===== config.mk =====
export PLATFORM = sky130hd
export DESIGN_NAME = timer_capture_flat
export DESIGN_NICKNAME = d
export VERILOG_FILES = /design/src/rtl/timer_capture_if.sv /design/src/rtl/timer_capture.sv /design/src/flat_wrapper.sv
export SDC_FILE = /design/constraint.sdc
export NUM_CORES = 1
export LEC_CHECK = 0
export BUFFER_PORTS_ARGS = -buffer_cell sky130_fd_sc_hd__buf_2
export CORE_AREA = 2 2 103 105
export DETAILED_ROUTE_END_ITERATION = 10
export DIE_AREA = 0 0 105 107
export PLACE_DENSITY = 0.83
export SYNTH_ARGS = -nofsm -noshare
export SYNTH_HDL_FRONTEND = slang
export SYNTH_SLANG_ARGS = --single-unit

===== constraint.sdc =====
create_clock -name clk -period 1.8 [get_ports clk]
set_input_delay 0 -clock clk [delete_from_list [all_inputs] [get_ports clk]]
set_output_delay 0 -clock clk [all_outputs]
set_load 0.02 [all_outputs]

===== src/rtl/timer_capture_if.sv =====
// Peripheral bus bundle shared by the timer-family blocks.
interface timer_capture_if;
  logic        req;
  logic        we;
  logic [11:0] addr;
  logic [31:0] wdata;
  logic        gnt;
  logic        rvalid;
  logic [31:0] rdata;

  modport master (
    output req, we, addr, wdata,
    input  gnt, rvalid, rdata
  );

  modport slave (
    input  req, we, addr, wdata,
    output gnt, rvalid, rdata
  );
endinterface


===== src/rtl/timer_capture.sv =====
// Input-capture timer: a free-running 32-bit counter is latched into CAPR on a
// selected edge of the synchronized cap_in pin, with status, W1C interrupt
// flags and a registered level interrupt.
module timer_capture #(
  parameter int unsigned SYNC_STAGES = 2
) (
  input  logic            clk,
  input  logic            rst_n,
  timer_capture_if.slave  bus,
  input  logic            cap_in,
  output logic            irq
);

  logic [31:0]            cnt_q,    cnt_d;
  logic [31:0]            capr_q,   capr_d;
  logic                   cr_en_q,  cr_en_d;
  logic [1:0]             cr_edg_q, cr_edg_d;
  logic                   vld_q,    vld_d;
  logic                   ovr_q,    ovr_d;
  logic [1:0]             ier_q,    ier_d;
  logic [1:0]             isr_q,    isr_d;
  logic [SYNC_STAGES-1:0] sync_q;
  logic                   hist_q;
  logic                   irq_q;
  logic                   rvalid_q;
  logic [31:0]            rdata_q,  rdata_d;

  logic        wr, rd;
  logic        wr_cr, wr_cntr, wr_ier, wr_isr, rd_capr;
  logic        rise, fall, cap;
  logic [31:0] rd_mux;

  assign wr      = bus.req &  bus.we;
  assign rd      = bus.req & ~bus.we;
  assign wr_cr   = wr && (bus.addr == 12'h000);
  assign wr_cntr = wr && (bus.addr == 12'h008);
  assign wr_ier  = wr && (bus.addr == 12'h010);
  assign wr_isr  = wr && (bus.addr == 12'h014);
  assign rd_capr = rd && (bus.addr == 12'h00C);

  // Edge detect between the last synchronizer stage and the history flop.
  assign rise = sync_q[SYNC_STAGES-1] & ~hist_q;
  assign fall = ~sync_q[SYNC_STAGES-1] & hist_q;
  assign cap  = cr_en_q & ((cr_edg_q[0] & rise) | (cr_edg_q[1] & fall));

  // Counter next value: clr beats a CNTR load, which beats counting.
  always_comb begin
    cnt_d = cnt_q;
    if (cr_en_q) cnt_d = cnt_q + 32'd1;
    if (wr_cntr) cnt_d = bus.wdata;
    if (wr_cr && bus.wdata[3]) cnt_d = '0;
  end

  // Control registers written from the bus; clr is never stored.
  always_comb begin
    cr_en_d  = cr_en_q;
    cr_edg_d = cr_edg_q;
    ier_d    = ier_q;
    if (wr_cr) begin
      cr_en_d  = bus.wdata[0];
      cr_edg_d = bus.wdata[2:1];
    end
    if (wr_ier) ier_d = bus.wdata[1:0];
  end

  // Capture, status and flag updates. A capture coinciding with a CAPR read
  // keeps vld set and leaves ovr untouched; hardware flag sets beat W1C.
  always_comb begin
    capr_d = capr_q;
    vld_d  = vld_q;
    ovr_d  = ovr_q;
    isr_d  = isr_q;
    if (wr_isr) isr_d = isr_q & ~bus.wdata[1:0];
    if (rd_capr) begin
      vld_d = 1'b0;
      ovr_d = 1'b0;
    end
    if (cap) begin
      capr_d   = cnt_q;
      vld_d    = 1'b1;
      isr_d[0] = 1'b1;
      if (rd_capr) begin
        ovr_d = ovr_q;
      end else if (vld_q) begin
        ovr_d    = 1'b1;
        isr_d[1] = 1'b1;
      end
    end
  end

  // Read data mux; unmapped offsets and reserved bits return zero.
  always_comb begin
    rd_mux = '0;
    unique case (bus.addr)
      12'h000: rd_mux = {29'd0, cr_edg_q, cr_en_q};
      12'h004: rd_mux = {30'd0, ovr_q, vld_q};
      12'h008: rd_mux = cnt_q;
      12'h00C: rd_mux = capr_q;
      12'h010: rd_mux = {30'd0, ier_q};
      12'h014: rd_mux = {30'd0, isr_q};
      default: rd_mux = '0;
    endcase
    rdata_d = rd ? rd_mux : '0;
  end

  // All state, including the synchronizer chain, cleared asynchronously.
  always_ff @(posedge clk or negedge rst_n) begin
    if (!rst_n) begin
      cnt_q    <= '0;
      capr_q   <= '0;
      cr_en_q  <= 1'b0;
      cr_edg_q <= '0;
      vld_q    <= 1'b0;
      ovr_q    <= 1'b0;
      ier_q    <= '0;
      isr_q    <= '0;
      sync_q   <= '0;
      hist_q   <= 1'b0;
      irq_q    <= 1'b0;
      rvalid_q <= 1'b0;
      rdata_q  <= '0;
    end else begin
      cnt_q    <= cnt_d;
      capr_q   <= capr_d;
      cr_en_q  <= cr_en_d;
      cr_edg_q <= cr_edg_d;
      vld_q    <= vld_d;
      ovr_q    <= ovr_d;
      ier_q    <= ier_d;
      isr_q    <= isr_d;
      sync_q   <= {sync_q[SYNC_STAGES-2:0], cap_in};
      hist_q   <= sync_q[SYNC_STAGES-1];
      irq_q    <= |(isr_q & ier_q);
      rvalid_q <= bus.req;
      rdata_q  <= rdata_d;
    end
  end

  assign bus.gnt    = bus.req;
  assign bus.rvalid = rvalid_q;
  assign bus.rdata  = rdata_q;
  assign irq        = irq_q;

endmodule


===== src/flat_wrapper.sv =====
// flat-port wrapper written by rule: the top's interface ports become plain ports
module timer_capture_flat 
#(
  parameter int unsigned SYNC_STAGES = 2
)
  (clk, rst_n, cap_in, irq, bus_req, bus_we, bus_addr, bus_wdata, bus_gnt, bus_rvalid, bus_rdata);
  timer_capture_if bus_i ();
  input  logic clk;
  input  logic rst_n;
  input  logic cap_in;
  output logic irq;
  input wire logic [$bits(bus_i.req)-1:0] bus_req;
  input wire logic [$bits(bus_i.we)-1:0] bus_we;
  input wire logic [$bits(bus_i.addr)-1:0] bus_addr;
  input wire logic [$bits(bus_i.wdata)-1:0] bus_wdata;
  output wire logic [$bits(bus_i.gnt)-1:0] bus_gnt;
  output wire logic [$bits(bus_i.rvalid)-1:0] bus_rvalid;
  output wire logic [$bits(bus_i.rdata)-1:0] bus_rdata;
  assign bus_i.req = bus_req;
  assign bus_i.we = bus_we;
  assign bus_i.addr = bus_addr;
  assign bus_i.wdata = bus_wdata;
  assign bus_gnt = bus_i.gnt;
  assign bus_rvalid = bus_i.rvalid;
  assign bus_rdata = bus_i.rdata;
  timer_capture #(.SYNC_STAGES(SYNC_STAGES)) u_core (.clk(clk), .rst_n(rst_n), .bus(bus_i), .cap_in(cap_in), .irq(irq));
endmodule

; ---- Word-level counts from Yosys, hierarchy flattened
; Index checks and enable logic that the tools add are counted.
[totals]
mem_bits_rw = 0
elab_cells = 61
romBits = 0
register_bits = 110
mem_count = 0
latchBits = 0
output_inout_bits = 35
[op_classes]
mul = 0
n_shift = 0
mux = 15
magnitude_cmp = 0
eq_ne = 6
div = 0
n_reduce_logical = 11
addsub = 1
n_bitwise = 14
[ops]
columns = op, count
row1 = case mux 32 bit (6 select lines), 1
row2 = 2-to-1 mux 32 bit, 4
row3 = "adder 32 x 1 -> 32 bit, second input constant", 1
row4 = "== test 12 x 4 -> 1 bit, second input constant", 2
row5 = "== test 12 x 5 -> 1 bit, second input constant", 2
row6 = "== test 12 x 3 -> 1 bit, second input constant", 1
row7 = logical NOT 12 bit, 1
row8 = 2-to-1 mux 1 bit, 8
row9 = bitwise AND 1 bit, 7
row10 = logical AND 1 bit, 6
row11 = bitwise AND 2 bit, 2
row12 = 2-to-1 mux 2 bit, 2
row13 = nonzero test 2 bit, 2
row14 = inverter 1 bit, 3
row15 = nonzero test 3 bit, 1
row16 = "!= test 2 bit, second input constant", 1
row17 = inverter 2 bit, 1
row18 = OR reduction 2 bit, 1
row19 = OR 1 bit, 1

; ---- Depth between registers and ports, before layout
[depth]
ltp_word = 7
depth_mapped = 8

; ---- Worst setup path before layout
; Ideal clock, no wire load.
[synth_timing]
path_kind = register to register
startpoint = register u_core.cr_en_q
endpoint = register u_core.capr_q[10]
slack_ns = -0.044
setup_time_ns = 0.125
stages_incl_launch_ff = 6
arrival_time_ns = 1.719
period_less_slack_ns = 1.844
n_path_buf = 3
cell_sequence = dfrtp_1 clkbuf_1 nand2_1 clkbuf_1 buf_1 mux2_2
[synth_via]
elab_chain_cells = 1
[synth_rtl]
columns = element, line
row1 = start: declaration, timer_capture.sv:16  ; logic cr_en_q, cr_en_d;
row2 = start signal: assignment, timer_capture.sv:125  ; cr_en_q <= cr_en_d;
row3 = bitwise AND 1 bit, timer_capture.sv:44  ; assign cap = cr_en_q & ((cr_edg_q[0] & rise) | (cr_edg_q[1] & fall));
row4 = end signal: assignment, timer_capture.sv:124  ; capr_q <= capr_d;
row5 = end: declaration, timer_capture.sv:15  ; logic [31:0] capr_q, capr_d;
; Every way passes these cells.
; A chain may end at the register's enable or synchronous reset.

; ---- Worst setup path in the final report
[layout_timing]
startpoint = register u_core.cnt_q[7]
endpoint = register u_core.cnt_q[27]
[layout_via]
elab_chain_cells = 4
[layout_rtl]
columns = element, line
row1 = start: declaration, timer_capture.sv:14  ; logic [31:0] cnt_q, cnt_d;
row2 = start signal: assignment, timer_capture.sv:123  ; cnt_q <= cnt_d;
row3 = adder 32 x 1 -> 32 bit, timer_capture.sv:49  ; if (cr_en_q) cnt_d = cnt_q + 32'd1;
row4 = 2-to-1 mux 32 bit, timer_capture.sv:49
row5 = 2-to-1 mux 32 bit, timer_capture.sv:50  ; if (wr_cntr) cnt_d = bus.wdata;
row6 = 2-to-1 mux 32 bit, timer_capture.sv:51  ; if (wr_cr && bus.wdata[3]) cnt_d = '0;
; Every way passes these cells. The select of a mux whose other input is x is not followed.

==> run summary <==
After layout, the design draws a total of 4620 uW. For the worst setup path, the data required time is 2.09 ns. Synthesis inferred 110 register bits. The tools report the setup violation total in the final timing report as 0.

The worst setup path is launched from a flip-flop. Across every metal layer, demand over resource in global routing totals 22.5%. The top-level I/O count was 84.

For the number of nets in the layout, the log shows 657. Global routing finished with a remaining overflow of 0. Along the worst path, the maximum fanout reaches 3.

The cell sitting at the root of the clock tree is a clkbuf_8. The critical path is of the flip-flop to flip-flop type. Cell with the largest stage delay on the worst path: dfrtp_1. The tools report the net count after synthesis as 504. The die is 105 um wide. The finished layout holds 748 standard cells, fillers aside. The biggest cell delay along the critical path works out to 0.39 ns.

TritonCTS built the clock tree. The number of clock buffers added by TritonCTS is 9. Ranked by total cell area, the synthesized netlist is headed by dfrtp_1 54%, mux2_2 8.7%, nor2_1 4.4%, a211oi_1 4.1%, a22o_1 2.9%.

For this run, the number of Yosys warnings is 0. Leading cell type in the layout, fill and taps excluded: dfrtp_1. After routing the design area is 6620 um^2. During placement, the flow inserted port buffers numbering 83. The max capacitance violation total is 0.

Path class of the lowest-slack min-delay path: input port to async pin. Setup repair after global routing could not meet its margin everywhere. The worst path in the final design needs a cycle of 1.78 ns, including I/O delays and setup. The final layout contains routed wiring with a total length of 12.6 mm. Summing every instance area after synthesis gives 5070 um^2.

The actual transition at the worst max-transition pin works out to 0.534 ns. Cells with a size suffix above 1 make up 34.6% of the layout. After clock tree synthesis, the clock-pin slew on the worst setup and hold paths is 0.11 ns.

The worst pin sits at a relative slew slack of 64.4%. Cell count after placement: 689. The detailed router finished its first iteration with 323 violations. The final number of max-transition violations was 0; the arrival time at the worst endpoint was 2.07 ns.

The congestion estimate from routability-driven global placement came to 0.854. The top cell types in the final layout, fill and taps aside, are 109 x dfrtp_1, 82 x buf_2, 59 x nor2_1. Layout overhead on the synthesized area: 30.5%. Worst-case clock buffer depth: 2. The number of library cell types mapped by synthesis is 37. For the worst-skew pair, the clock arrives at the later sink with an insertion delay of 0.38 ns.

The initialized floorplan defines 37 standard-cell rows. The routed length per instance was 16.8 um. The flow ran to the end, and the final reports show no timing, DRC or antenna violations. The run gives 0 as the post-detailed-route count of antenna-violating nets.

The cell that appears most often on the critical path is nand4_1. Dividing the final minimum period by the clock period gives 99.0%. The number of enable-type register cells in the synthesized netlist works out to 0. For the initial antenna violation count, the log shows 0. Each instance of the synthesized netlist takes up on average 11.2 um^2.

Of all cell types, the one taking the most synthesized area is dfrtp_1. Entering global routing, the biggest net connects 94 pins. Clock tree synthesis found a total of 110 sinks.

Sequential elements use 54.3% of the synthesized area. In the synthesized netlist, the number of instances is 454. The logs give 8.31 mm for the HPWL after detailed placement and 4261 for the total via count in the routed design.

The first global-routing pass estimated 19.9 mm of wire. The total count of hold-check failures in the final report was 0. Counting flops with an async set or reset pin after synthesis yields a share of 100%. The leakage power is 0.00311 uW, and the worst hold margin is 0.0387 ns. The depth of the CTS H-tree is 3. The worst voltage drop across the vdd grid was 352 uV. The post-detailed-route via-to-cell ratio is 5.70. The critical path goes through nand4_1 -> buf_4 -> nor3_2 -> nand4_1 -> xor2_1 -> a211oi_2.

The portion of synthesized cell area occupied by the leading cell type is 54.3%, and the die outline area is 11200 um^2. The logs give 5 for the first-pass iteration count of the detailed router and 0 for the number of remaining DRC errors. The number of global-route vias before repair was 4099; the starting utilization of the core area was 50.2%.

After floorplanning, the core was sized to cover 10100 um^2. The final critical-path setup slack is 0.0179 ns, and the power density over cell area is 698 nW/um^2. The cell area after placement came out at 5980 um^2. The worst slack at placement is -0.0912 ns. For this run, the leading register cell type out of synthesis is dfrtp_1.

The total inserted antenna cells is 0, and the die height is 107 um. STA classifies the critical path endpoint as a flip-flop. On the final layout, the worst clock skew is 0.0111 ns. The run gives 0.561 GHz as the peak clock frequency supported by timing.
[cell families (layout without fill, tap and decap cells)]
family	after synthesis	in the layout	share of synthesized area (%)
buf+inv	37	195	3.31
fa+ha+maj	1	1	0.247
mux	47	47	10.7
simple gates	158	158	15.8
flops	110	110	54.3
xor+xnor	27	27	4.66
compound gates	74	74	11.0
[timing repair]
item                                    4_1_cts  5_1_grt
hold buffers                                 36        0
resized for setup                             1       10
setup buffers                                 0        7
pin swaps                                     1        8
endpoints found under the setup margin        1       14
hold endpoints to repair                    152        0
[worst max-delay path, delay by kind of cell, from the launching register on]
kind | cells | cell delay, ns
AND/OR/NAND/NOR | 3 | 0.63
flip-flops | 1 | 0.39
AO/OA/AOI/OAI | 1 | 0.26
buffers and inverters | 1 | 0.23
XOR/XNOR | 1 | 0.19
[metal layers]
layer	part of all wire [%]	GRT usage, %	wire length [um]
met1	42	29.3	5270
met2	50	36.8	6360
met3	5.0	3.22	630
met4	2.7	11.3	344
met5	0	0	0
[flip-flops by register name (all words and copies together) (netlist names), 2 cells and up]
name	flops
u_core.bus.rdata	32
u_core.capr_q	32
u_core.cnt_q	32
u_core.cr_edg_q	2
u_core.ier_q	2
u_core.isr_q	2
u_core.sync_q	2
[report_power, final]
part	switching [uW]	internal [uW]	total (uW)
clock network	864	555	1420
registers	33.2	2510	2540
logic	333	323	656
[path summary, 6_finish.rpt]
path | start | end | slack, ns | depth (start not counted)
worst max register to register | u_core.cnt_q[7] | u_core.cnt_q[27] | 0.02 | 6
worst max-delay path | u_core.cnt_q[7] | u_core.cnt_q[27] | 0.02 | 6
min in group clk | bus_addr[1] | u_core.bus.rdata[2] | 0.05 | 5
worst min-delay path | rst_n | u_core.bus.rdata[23] | 0.04 | 2
max in group asynchronous | rst_n | u_core.bus.rdata[31] | 0.98 | 3
worst min register to register | u_core.sync_q[0] | u_core.sync_q[1] | 0.36 | 0
[synth_stat cells (all sizes together) (9+ instances only)]
cell type  count
xor2          15
clkbuf        20
a22o          17
and3          11
mux2          39
nand2         21
buf           15
nor2          60
and4           9
a22oi         14
dfrtp        110
xnor2         12
nor3          10
nand4         17
a211oi        28
nand3         14
[through the flow]
step,utilization (%),setup TNS [ns]
floorplan,-,0
global placement,59.2,-0.00561
detailed placement,59.2,-0.359
CTS,64.7,0
global route,65.5,-0.274
finish,65.5,0
[cell type report]
type	instances	area (um^2)
clock buffers	11	141
clock inverters	5	41.3
fillers	768	3480
inverters	2	7.51
multi-input cells	307	2200
flip-flops and latches	110	2750
well taps	136	170
repair buffers	177	1300
(Power assumes the default switching activity.)
